===== src/rtl/grid_access_arbiter.sv =====
// Round-robin arbiter serialising READ/WRITE/atomic CLAIM onto one grid RAM port; optional GRID_ARB_BOUNDS_CHECK_EN.
// One transaction in flight; requesters hold req until gnt; IDLE idles a cycle after every response.
module grid_access_arbiter #(
  parameter int NREQ       = 3,
  parameter int ADDR_W     = 12,
  parameter int DATA_W     = 32,
  parameter int MEM_LAT    = 1,
  parameter int GRID_CELLS = 16
) (
  input  logic                     clk,
  input  logic                     reset,
  input  logic [NREQ-1:0]          req,
  input  logic [2*NREQ-1:0]        req_op,
  input  logic [ADDR_W*NREQ-1:0]   req_addr,
  input  logic [DATA_W*NREQ-1:0]   req_wdata,
  output logic [NREQ-1:0]          gnt,
  output logic [NREQ-1:0]          rvalid,
  output logic [DATA_W-1:0]        rdata,
  output logic                     claim_ok,
  output logic                     err,
  output logic                     busy,
  output logic                     mem_re,
  output logic                     mem_we,
  output logic [ADDR_W-1:0]        mem_addr,
  output logic [DATA_W-1:0]        mem_din,
  input  logic [DATA_W-1:0]        mem_dout
);

  localparam int IDX_W = (NREQ > 1) ? $clog2(NREQ) : 1;
  localparam int CNT_W = (MEM_LAT > 1) ? $clog2(MEM_LAT) : 1;
  localparam logic [1:0] OP_WRITE = 2'd1;
  localparam logic [1:0] OP_CLAIM = 2'd2;
  localparam logic [DATA_W-1:0] EMPTY = {DATA_W{1'b1}};
`ifdef GRID_ARB_BOUNDS_CHECK_EN
  localparam bit BOUNDS_EN = 1'b1;
`else
  localparam bit BOUNDS_EN = 1'b0;
`endif

  typedef enum logic [1:0] {IDLE, RD_WAIT, CLAIM_WR, RESP} state_t;

  state_t              state_q, state_n;
  logic [IDX_W-1:0]    last_grant_q, last_grant_n;
  logic [IDX_W-1:0]    owner_q, owner_n;
  logic [CNT_W-1:0]    cnt_q, cnt_n;
  logic                is_write_q, is_write_n;
  logic                is_claim_q, is_claim_n;
  logic                oob_q, oob_n;
  logic [ADDR_W-1:0]   addr_q, addr_n;
  logic [DATA_W-1:0]   wdata_q, wdata_n;

  logic [NREQ-1:0]     gnt_n, rvalid_n;
  logic [DATA_W-1:0]   rdata_n, mem_din_n;
  logic [ADDR_W-1:0]   mem_addr_n;
  logic                claim_ok_n, err_n, mem_re_n, mem_we_n;

  logic                win_vld;
  logic [IDX_W-1:0]    win;
  int                  idx;
  logic [1:0]          sel_op;
  logic [ADDR_W-1:0]   sel_addr;
  logic [DATA_W-1:0]   sel_wdata;
  logic                sel_oob;

  function automatic logic [NREQ-1:0] onehot(input logic [IDX_W-1:0] i);
    logic [NREQ-1:0] v;
    v    = '0;
    v[i] = 1'b1;
    return v;
  endfunction

  // Round-robin scan starting just past the last winner
  always_comb begin
    win_vld = 1'b0;
    win     = last_grant_q;
    idx     = 0;
    for (int i = 1; i <= NREQ; i++) begin
      idx = (int'(last_grant_q) + i) % NREQ;
      if (!win_vld && req[idx]) begin
        win_vld = 1'b1;
        win     = IDX_W'(idx);
      end
    end
  end

  assign sel_op    = req_op[2*int'(win) +: 2];
  assign sel_addr  = req_addr[ADDR_W*int'(win) +: ADDR_W];
  assign sel_wdata = req_wdata[DATA_W*int'(win) +: DATA_W];
  assign sel_oob   = BOUNDS_EN && (32'(sel_addr) >= 32'(GRID_CELLS));

  always_comb begin
    state_n      = state_q;
    last_grant_n = last_grant_q;
    owner_n      = owner_q;
    cnt_n        = cnt_q;
    is_write_n   = is_write_q;
    is_claim_n   = is_claim_q;
    oob_n        = oob_q;
    addr_n       = addr_q;
    wdata_n      = wdata_q;
    gnt_n        = '0;
    rvalid_n     = '0;
    rdata_n      = '0;
    claim_ok_n   = 1'b0;
    err_n        = 1'b0;
    mem_re_n     = 1'b0;
    mem_we_n     = 1'b0;
    mem_addr_n   = '0;
    mem_din_n    = '0;

    unique case (state_q)
      IDLE: begin
        // rvalid still high means a response just left: keep one idle cycle
        if (win_vld && (rvalid == '0)) begin
          gnt_n        = onehot(win);
          last_grant_n = win;
          owner_n      = win;
          is_write_n   = (sel_op == OP_WRITE);
          is_claim_n   = (sel_op == OP_CLAIM);
          oob_n        = sel_oob;
          addr_n       = sel_addr;
          wdata_n      = sel_wdata;
          mem_addr_n   = sel_addr;
          cnt_n        = '0;
          if (sel_oob) begin
            state_n = RESP;
          end else if (sel_op == OP_WRITE) begin
            mem_we_n  = 1'b1;
            mem_din_n = sel_wdata;
            state_n   = RESP;
          end else begin
            mem_re_n = 1'b1;
            state_n  = RD_WAIT;
          end
        end
      end
      RD_WAIT: begin
        cnt_n = cnt_q + CNT_W'(1);
        if (cnt_q == CNT_W'(MEM_LAT - 1)) state_n = RESP;
      end
      RESP: begin
        // For reads mem_dout is valid in this cycle
        if (!oob_q && is_claim_q && (mem_dout == EMPTY)) begin
          mem_we_n   = 1'b1;
          mem_addr_n = addr_q;
          mem_din_n  = wdata_q;
          state_n    = CLAIM_WR;
        end else begin
          rvalid_n = onehot(owner_q);
          state_n  = IDLE;
          if (oob_q) begin
            err_n   = 1'b1;
            rdata_n = EMPTY;
          end else if (!is_write_q) begin
            rdata_n = mem_dout;
          end
        end
      end
      CLAIM_WR: begin
        rvalid_n   = onehot(owner_q);
        rdata_n    = EMPTY;
        claim_ok_n = 1'b1;
        state_n    = IDLE;
      end
      default: state_n = IDLE;
    endcase
  end

  always_ff @(posedge clk or negedge reset) begin
    if (!reset) begin
      state_q      <= IDLE;
      last_grant_q <= IDX_W'(NREQ - 1);
      owner_q      <= '0;
      cnt_q        <= '0;
      is_write_q   <= 1'b0;
      is_claim_q   <= 1'b0;
      oob_q        <= 1'b0;
      addr_q       <= '0;
      wdata_q      <= '0;
      gnt          <= '0;
      rvalid       <= '0;
      rdata        <= '0;
      claim_ok     <= 1'b0;
      err          <= 1'b0;
      busy         <= 1'b0;
      mem_re       <= 1'b0;
      mem_we       <= 1'b0;
      mem_addr     <= '0;
      mem_din      <= '0;
    end else begin
      state_q      <= state_n;
      last_grant_q <= last_grant_n;
      owner_q      <= owner_n;
      cnt_q        <= cnt_n;
      is_write_q   <= is_write_n;
      is_claim_q   <= is_claim_n;
      oob_q        <= oob_n;
      addr_q       <= addr_n;
      wdata_q      <= wdata_n;
      gnt          <= gnt_n;
      rvalid       <= rvalid_n;
      rdata        <= rdata_n;
      claim_ok     <= claim_ok_n;
      err          <= err_n;
      busy         <= (state_n != IDLE);
      mem_re       <= mem_re_n;
      mem_we       <= mem_we_n;
      mem_addr     <= mem_addr_n;
      mem_din      <= mem_din_n;
    end
  end

endmodule


===== config.mk =====
export PLATFORM = sky130hd
export DESIGN_NAME = grid_access_arbiter
export DESIGN_NICKNAME = d
export VERILOG_FILES = /design/src/rtl/grid_access_arbiter.sv
export SDC_FILE = /design/constraint.sdc
export NUM_CORES = 1
export LEC_CHECK = 0
export ABC_AREA = 1
export CORE_MARGIN = 2
export CORE_UTILIZATION = 40
export DETAILED_ROUTE_END_ITERATION = 8
export HOLD_SLACK_MARGIN = 0.02
export PLACE_DENSITY = 0.85
export SYNTH_ARGS = -nofsm -noshare
export SYNTH_HDL_FRONTEND = slang
export SYNTH_SLANG_ARGS = --single-unit
export TNS_END_PERCENT = 10

===== constraint.sdc =====
create_clock -name clk -period 2.27 [get_ports clk]
set_input_delay 0.227 -clock clk [delete_from_list [all_inputs] [get_ports clk]]
set_output_delay 0.227 -clock clk [all_outputs]
set_load 0.01 [all_outputs]

==> reports/qor.txt, run 1 <==
Worst hold path type: in2async
DIE WIDTH: 136 um
Total GRT Usage: 26.5%
Worst Path Max Fanout: 19
Final Cycle Share: 112%
Setup Viol. Count Final: 96
Slew headroom: 51.7%
Post-placement cell count: 1442
Chip height: 136 um
CP startpoint kind: register
Vias per cell: 5.12
Vias in the first global route: 7548
Sequential fraction of the synthesis area: 49.5%
Vias: 7648
Port Buf Inserts: 260
Net Count, Synth: 1149
Slew Viols, Final: 0
Synth Flop Type: dfrtp_1
Post-synth EDFFs: 0
Number of remaining DRC errors: 0
RSZ-0062 raised after global routing: true
Final setup margin: -0.266 ns
CP max stage cell: dfrtp_1
Fill count: 1344
Inserted Clock Buffers: 17
Starting density of the core: 40.6%
Final min period: 2.54 ns
Asr flop ratio synth: 100%
Crit-path max cell delay: 0.39 ns
Reg area: 0.00345 sq mm
DR pass1 iterations: 5
Synth Warn #: 0
GPL Wtd Cong: 0.940
Grt total ovfl: 0
Yosys reg bits: 138
Measured slew at the worst slew-check pin: 0.724 ns
Worst Skew: 0.00691 ns
RR Startpoint: last_grant_q[0]$_DFFE_PN0P_
Crit Path Class: reg2reg
Wirelength per Cell: 16.9 um
Clk Latency, worst-skew pair: 0.41 ns
Clock Sinks: 138
Area occupied by multi-input gates: 0.00349 sq mm
Worst Setup SP: last_grant_q[0]$_DFFE_PN0P_
Longest Clk Path Bufs: 2
Worst path most repeated cell: nand2_4
Status: finished, violations left
Yosys top cell area share: 49.1%
Worst setup EP type: register
CP arrival: 2.87 ns
CTS clock-pin slew for the worst setup and hold paths: 0.06 ns
CTS Root Cell: clkbuf_16
Initial DRC count: 456
CTS tree: yes
Detailed Place HPWL: 16.7 mm
H-tree level count: 4
Hold Slack: 0.358 ns
First-pass GRT wire length: 37.8 mm
Total die area: 0.0185 sq mm
Std-Cell Rows: 48
CP Data Required Time: 2.61 ns
Post-synthesis instance area: 0.00698 sq mm
Ranking of synthesized cells by area: dfrtp_1 (49%), nand2_1 (22%), nor2_1 (5.5%), o21ai_0 (4.9%), nand3_1 (3.7%)
FMAX: 394 MHz
Ant. Diodes: 0
Hold Vio Cnt, Final: 0
Layout cells sized above 1: 17.0%
Worst reg2reg path depth: 19
Synth area leader: dfrtp_1
Post-DRT Antenna Nets: 0
Syn Area/Cell: 7.22 sq um
Initial antenna violation count: 0
Largest net degree at the start of global routing: 60
Distinct cells, synth: 27
Final wirelength: 25.3 mm
Area delta synth->final: 65.7%
Critical Path, Cell by Cell: inv_2, ha_4, inv_6, nand2_4, nand3_4, nand2_8, nand3_4, inv_4, nand2_4, nand2_4, buf_8, buf_12, buf_12, nand2_1, nand2_1, nor2_2, nor2_2, nand2_2, a21oi_2
Max-capacitance violation count: 0
Core Area: 0.0172 sq mm
Failing checks: negative setup slack
Layout Cells excl Fill: 1495
Fin nets: 1441
Syn Inst Count: 966
I/O pin cnt: 262
## final cells by class
cell class / count / area share (%)
clock buffers: 20 / 3.86
repair buffers: 329 / 30.0
flip-flops and latches: 138 / 29.9
multi-input cells: 716 / 30.2
clock inverters: 11 / 1.69
inverters: 56 / 1.93
well taps: 225 / 2.44
## through the flow
step	area (sq um)	util, %	setup slack [ns]	setup TNS (ns)
after floorplan	7000	-	0.0129	0
after global placement	10100	58.9	-0.173	-5.31
after detailed placement	10100	58.9	-0.274	-12.48
after CTS	11200	65.5	-0.177	-7.55
after global routing	11600	67.3	-0.441	-26.44
final	11600	67.3	-0.266	-13.55
## cells in the final DEF, fill, tap and decap left out, drive strengths merged
| cell | count |
|---|---|
| nor3 | 4 |
| o211ai | 1 |
| clkinv | 7 |
| nand2 | 416 |
| o21bai | 1 |
| dlygate4sd3 | 1 |
| nand4 | 6 |
| inv | 55 |
| nand3 | 53 |
| o21ai | 69 |
| dfstp | 1 |
| a21oi | 50 |
| clkbuf | 22 |
| bufinv | 5 |
| clkdlybuf4s50 | 259 |
| dfrtp | 137 |
| ha | 8 |
| conb | 1 |
| buf | 67 |
| nor4 | 3 |
| nor2 | 104 |
## sequential cells by signal, summed over array words and instances, names as in the netlist, 2 cells and up
signal        count
gnt               3
rdata            32
mem_din          32
mem_addr         12
rvalid            3
state_q           2
wdata_q          32
addr_q           12
last_grant_q      2
## cells by family after synthesis
group | count (synthesis) | synth area share [%]
AO/OA/AOI/OAI | 121 | 8.75
adder cells (fa/ha/maj) | 8 | 1.44
buffers and inverters | 112 | 6.92
flip-flops | 138 | 49.5
other | 1 | 0.0538
AND/OR/NAND/NOR | 586 | 33.3
## worst max-delay path: cells and delay by family (launching register included)
family                     cells  cell delay (ns)
and+or+nand+nor               11             0.96
AOI/OAI and AO/OA              1             0.14
adders and majority gates      1             0.34
buffers and inverters          6             0.62
DFF                            1             0.39
## layer usage
metal / wire, um / track usage (%)
met3: 2070 / 6.52
met5: 0 / 0
met4: 984 / 13.5
met1: 9240 / 29.4
met2: 13000 / 46.9
## synth_stat cells, drive strengths merged, types with 3 or more instances
master and n:
nand4 6, ha 8, clkbuf 26, a21oi 50, nand2 416, nor4 3, nor2 104, o21ai 69
dfrtp 137, inv 55, nand3 53, nor3 4, buf 30
## final timing paths
check | end | slack (ns)
max | mem_din[25]$_DFF_PN0_ | -0.27
min | mem_din[30]$_DFF_PN0_ | 0.36
max reg2reg | mem_din[25]$_DFF_PN0_ | -0.27
min reg2reg | rvalid[0]$_DFF_PN0_ | 0.46
max in group asynchronous | addr_q[6]$_DFFE_PN0P_ | 1.18
min in group clk | rdata[23]$_DFF_PN0_ | 0.42
## repair_timing
item,4_1_cts,5_1_grt
buffers inserted,10,5
endpoints found under the setup margin,96,97
pin swaps,19,20
cloned,4,2
resized for setup,82,71
hold endpoints to repair,55,0
hold buffers,1,0
Power of run 1 is not shown: default switching activity piles up to over one toggle a cycle in this logic, so the estimate is an artifact.
==> inputs of run 2 (changes only) <==
Settings changed: PLACE_DENSITY 0.85 to 0.83, TNS_END_PERCENT 10 to 1.
Clock period 2.27 ns to 2.6 ns, I/O delays scaled along.
==> reports/qor.txt, run 2 (synthesis gave the netlist of run 1 again) <==
Status: completed
Setup TNS: 0 ns (+13.55 ns)
I/O pin cnt: 262 (unchanged)
Largest net degree at the start of global routing: 69 (+15%)
Post-DRT Antenna Nets: 0 (unchanged)
Worst Path Max Fanout: 8 (-11)
Vias: 7345 (-4.0%)
Reg area: 0.00345 sq mm (unchanged)
Chip height: 136 um (unchanged)
Worst vdd ir: 1300 uV
Placed inst area: 0.00993 sq mm (-1.8%)
Grt total ovfl: 0 (unchanged)
Area delta synth->final: 56.7%
Layout Utilization: 63.6% (-3.7 points)
Core Area: 0.0172 sq mm (unchanged)
Final wirelength: 23.3 mm (-8.1%)
Biggest regs: mem_din x32, rdata x32, wdata_q x32
Number of remaining DRC errors: 0 (unchanged)
Final setup margin: 0.0287 ns (+0.295 ns)
Initial DRC count: 370 (-19%)
Total GRT Usage: 24.2% (-2.3 points)
Vias in the first global route: 7041 (-6.7%)
Worst Skew: 0.00951 ns (+0.00259 ns)
Final min period: 2.57 ns (+0.0351 ns)
Layout Cells excl Fill: 1460 (-2.3%)
Initial antenna violation count: 0 (unchanged)
CP max stage cell: dfstp_2
CP Data Required Time: 2.85 ns (+0.24 ns)
Hold Vio Cnt, Final: 0 (unchanged)
Inserted Clock Buffers: 17 (unchanged)
Longest Clk Path Bufs: 2 (unchanged)
Max-capacitance violation count: 0 (unchanged)
Layout cells sized above 1: 10.0% (-7.0 points)
Setup slack at placement: -0.0272 ns (+0.247 ns)
Detailed Place HPWL: 16.0 mm (-4.2%)
Fin nets: 1406 (-2.4%)
GPL Wtd Cong: 0.969 (+3.1%)
Crit-path max cell delay: 0.58 ns (+0.19 ns)
Std-Cell Rows: 48 (unchanged)
Fill count: 1441 (+7.2%)
RSZ-0062 raised after global routing: true
FMAX: 389 MHz (-1.4%)
Hold Slack: 0.416 ns (+0.0579 ns)
DIE WIDTH: 136 um (unchanged)
Area occupied by multi-input gates: 0.00325 sq mm (-6.9%)
Measured slew at the worst slew-check pin: 0.955 ns (+0.232 ns)
Worst path most repeated cell: nand2_2
Final Power: 18.8 mW
Clk Latency, worst-skew pair: 0.41 ns (about the same)
Wirelength per Cell: 15.9 um (-5.9%)
Total die area: 0.0185 sq mm (unchanged)
Slew headroom: 36.2% (-15 points)
Final Cycle Share: 98.9% (-13 points)
Setup Viol. Count Final: 0 (-100%)
Worst hold path type: in2async
Pleak: 5.10 nW
Post-placement cell count: 1420 (-1.5%)
Power density over the cells: 1720 mW/mm^2
Ant. Diodes: 0 (unchanged)
CP startpoint kind: register
CTS clock-pin slew for the worst setup and hold paths: 0.06 ns (about the same)
CP arrival: 2.82 ns (-0.05 ns)
DR pass1 iterations: 6 (+1)
CTS Root Cell: clkbuf_16
H-tree level count: 4 (unchanged)
First-pass GRT wire length: 34.7 mm (-8.3%)
Most common cell after layout, fill and taps aside: nand2_1
Worst setup EP type: register
Critical Path, Cell by Cell: ha_4, o21ai_4, nand2_8, nand3_1, nand3_1, nand2_2, nand2_4, inv_4, nand3_2, nand2_2, nor2_4, buf_12, buf_4, nand2_2, o21ai_0
Vias per cell: 5.03 (-1.7%)
Port Buf Inserts: 260 (unchanged)
CTS tree: yes
Crit Path Class: reg2reg
Starting density of the core: 40.6% (unchanged)
Post-route cell area: 0.0109 sq mm (-5.5%)
Clock Sinks: 138 (unchanged)
Commonest non-fill, non-tap cells in the layout: nand2_1 (396), clkdlybuf4s50_1 (259), dfrtp_1 (137), nor2_1 (102), o21ai_0 (66)
Slew Viols, Final: 0 (unchanged)
run 2: cell types whose count changed in the layout (fill, tap and decap cells not counted), sizes merged:
cell      previous run  this run
bufinv               5         4
clkinvlp             0         3
buf                 67        31
clkinv               7         4
inv                 55        56
clkbuf              22        23
run 2: timing repair:
item / CTS / global route
hold buffers: 1 / 0
endpoints found under the setup margin: 18 / 83
setup buffers: 1 / 3
pin swaps: 2 / 14
hold endpoints to repair: 65 / 0
gates cloned: 0 / 4
resized for setup: 5 / 60
run 2: final timing paths:
check                      depth (start not counted)                      to  slack [ns]                         from
min in group clk                                   3     rdata[11]$_DFF_PN0_        0.46                 mem_dout[11]
hold reg to reg                                    1     rvalid[0]$_DFF_PN0_        0.47       owner_q[1]$_DFFE_PN0P_
max in group asynchronous                          3     rdata[24]$_DFF_PN0_        1.39                        reset
setup reg to reg                                  15  is_write_q$_DFFE_PN0P_        0.03  last_grant_q[1]$_DFFE_PN1P_
hold / removal                                     2     rdata[15]$_DFF_PN0_        0.42                        reset
setup / recovery                                  15  is_write_q$_DFFE_PN0P_        0.03  last_grant_q[1]$_DFFE_PN1P_
run 2: layout make-up:
| cell class | instances | share of cell area, % |
|---|---|---|
| Sequential cell | 138 | 31.6 |
| Multi-Input combinational cell | 716 | 29.7 |
| Timing Repair Buffer | 294 | 28.3 |
| Clock buffer | 20 | 4.27 |
| Tap cell | 225 | 2.58 |
| Inverter | 56 | 2.04 |
| Clock inverter | 11 | 1.52 |
run 2: layer usage:
metal	wire, um	track usage [%]
met3	1990	5.89
met5	0	0
met1	8840	27.6
met4	714	11.2
met2	11700	42.5
run 2: critical path, delay by kind of cell, from the launching register on:
| family | cells | cell delay [ns] |
|---|---|---|
| simple gates | 9 | 0.84 |
| flops | 1 | 0.58 |
| buf+inv | 3 | 0.37 |
| compound gates | 2 | 0.35 |
| fa+ha+maj | 1 | 0.25 |
run 2: report_power, final:
group | internal, mW | switching [mW]
sequential | 2.99 | 0.347
clock | 1.67 | 0.915
combinational | 5.08 | 7.78
total | 9.75 | 9.04
No activity file was read; power rests on OpenSTA's default activity.
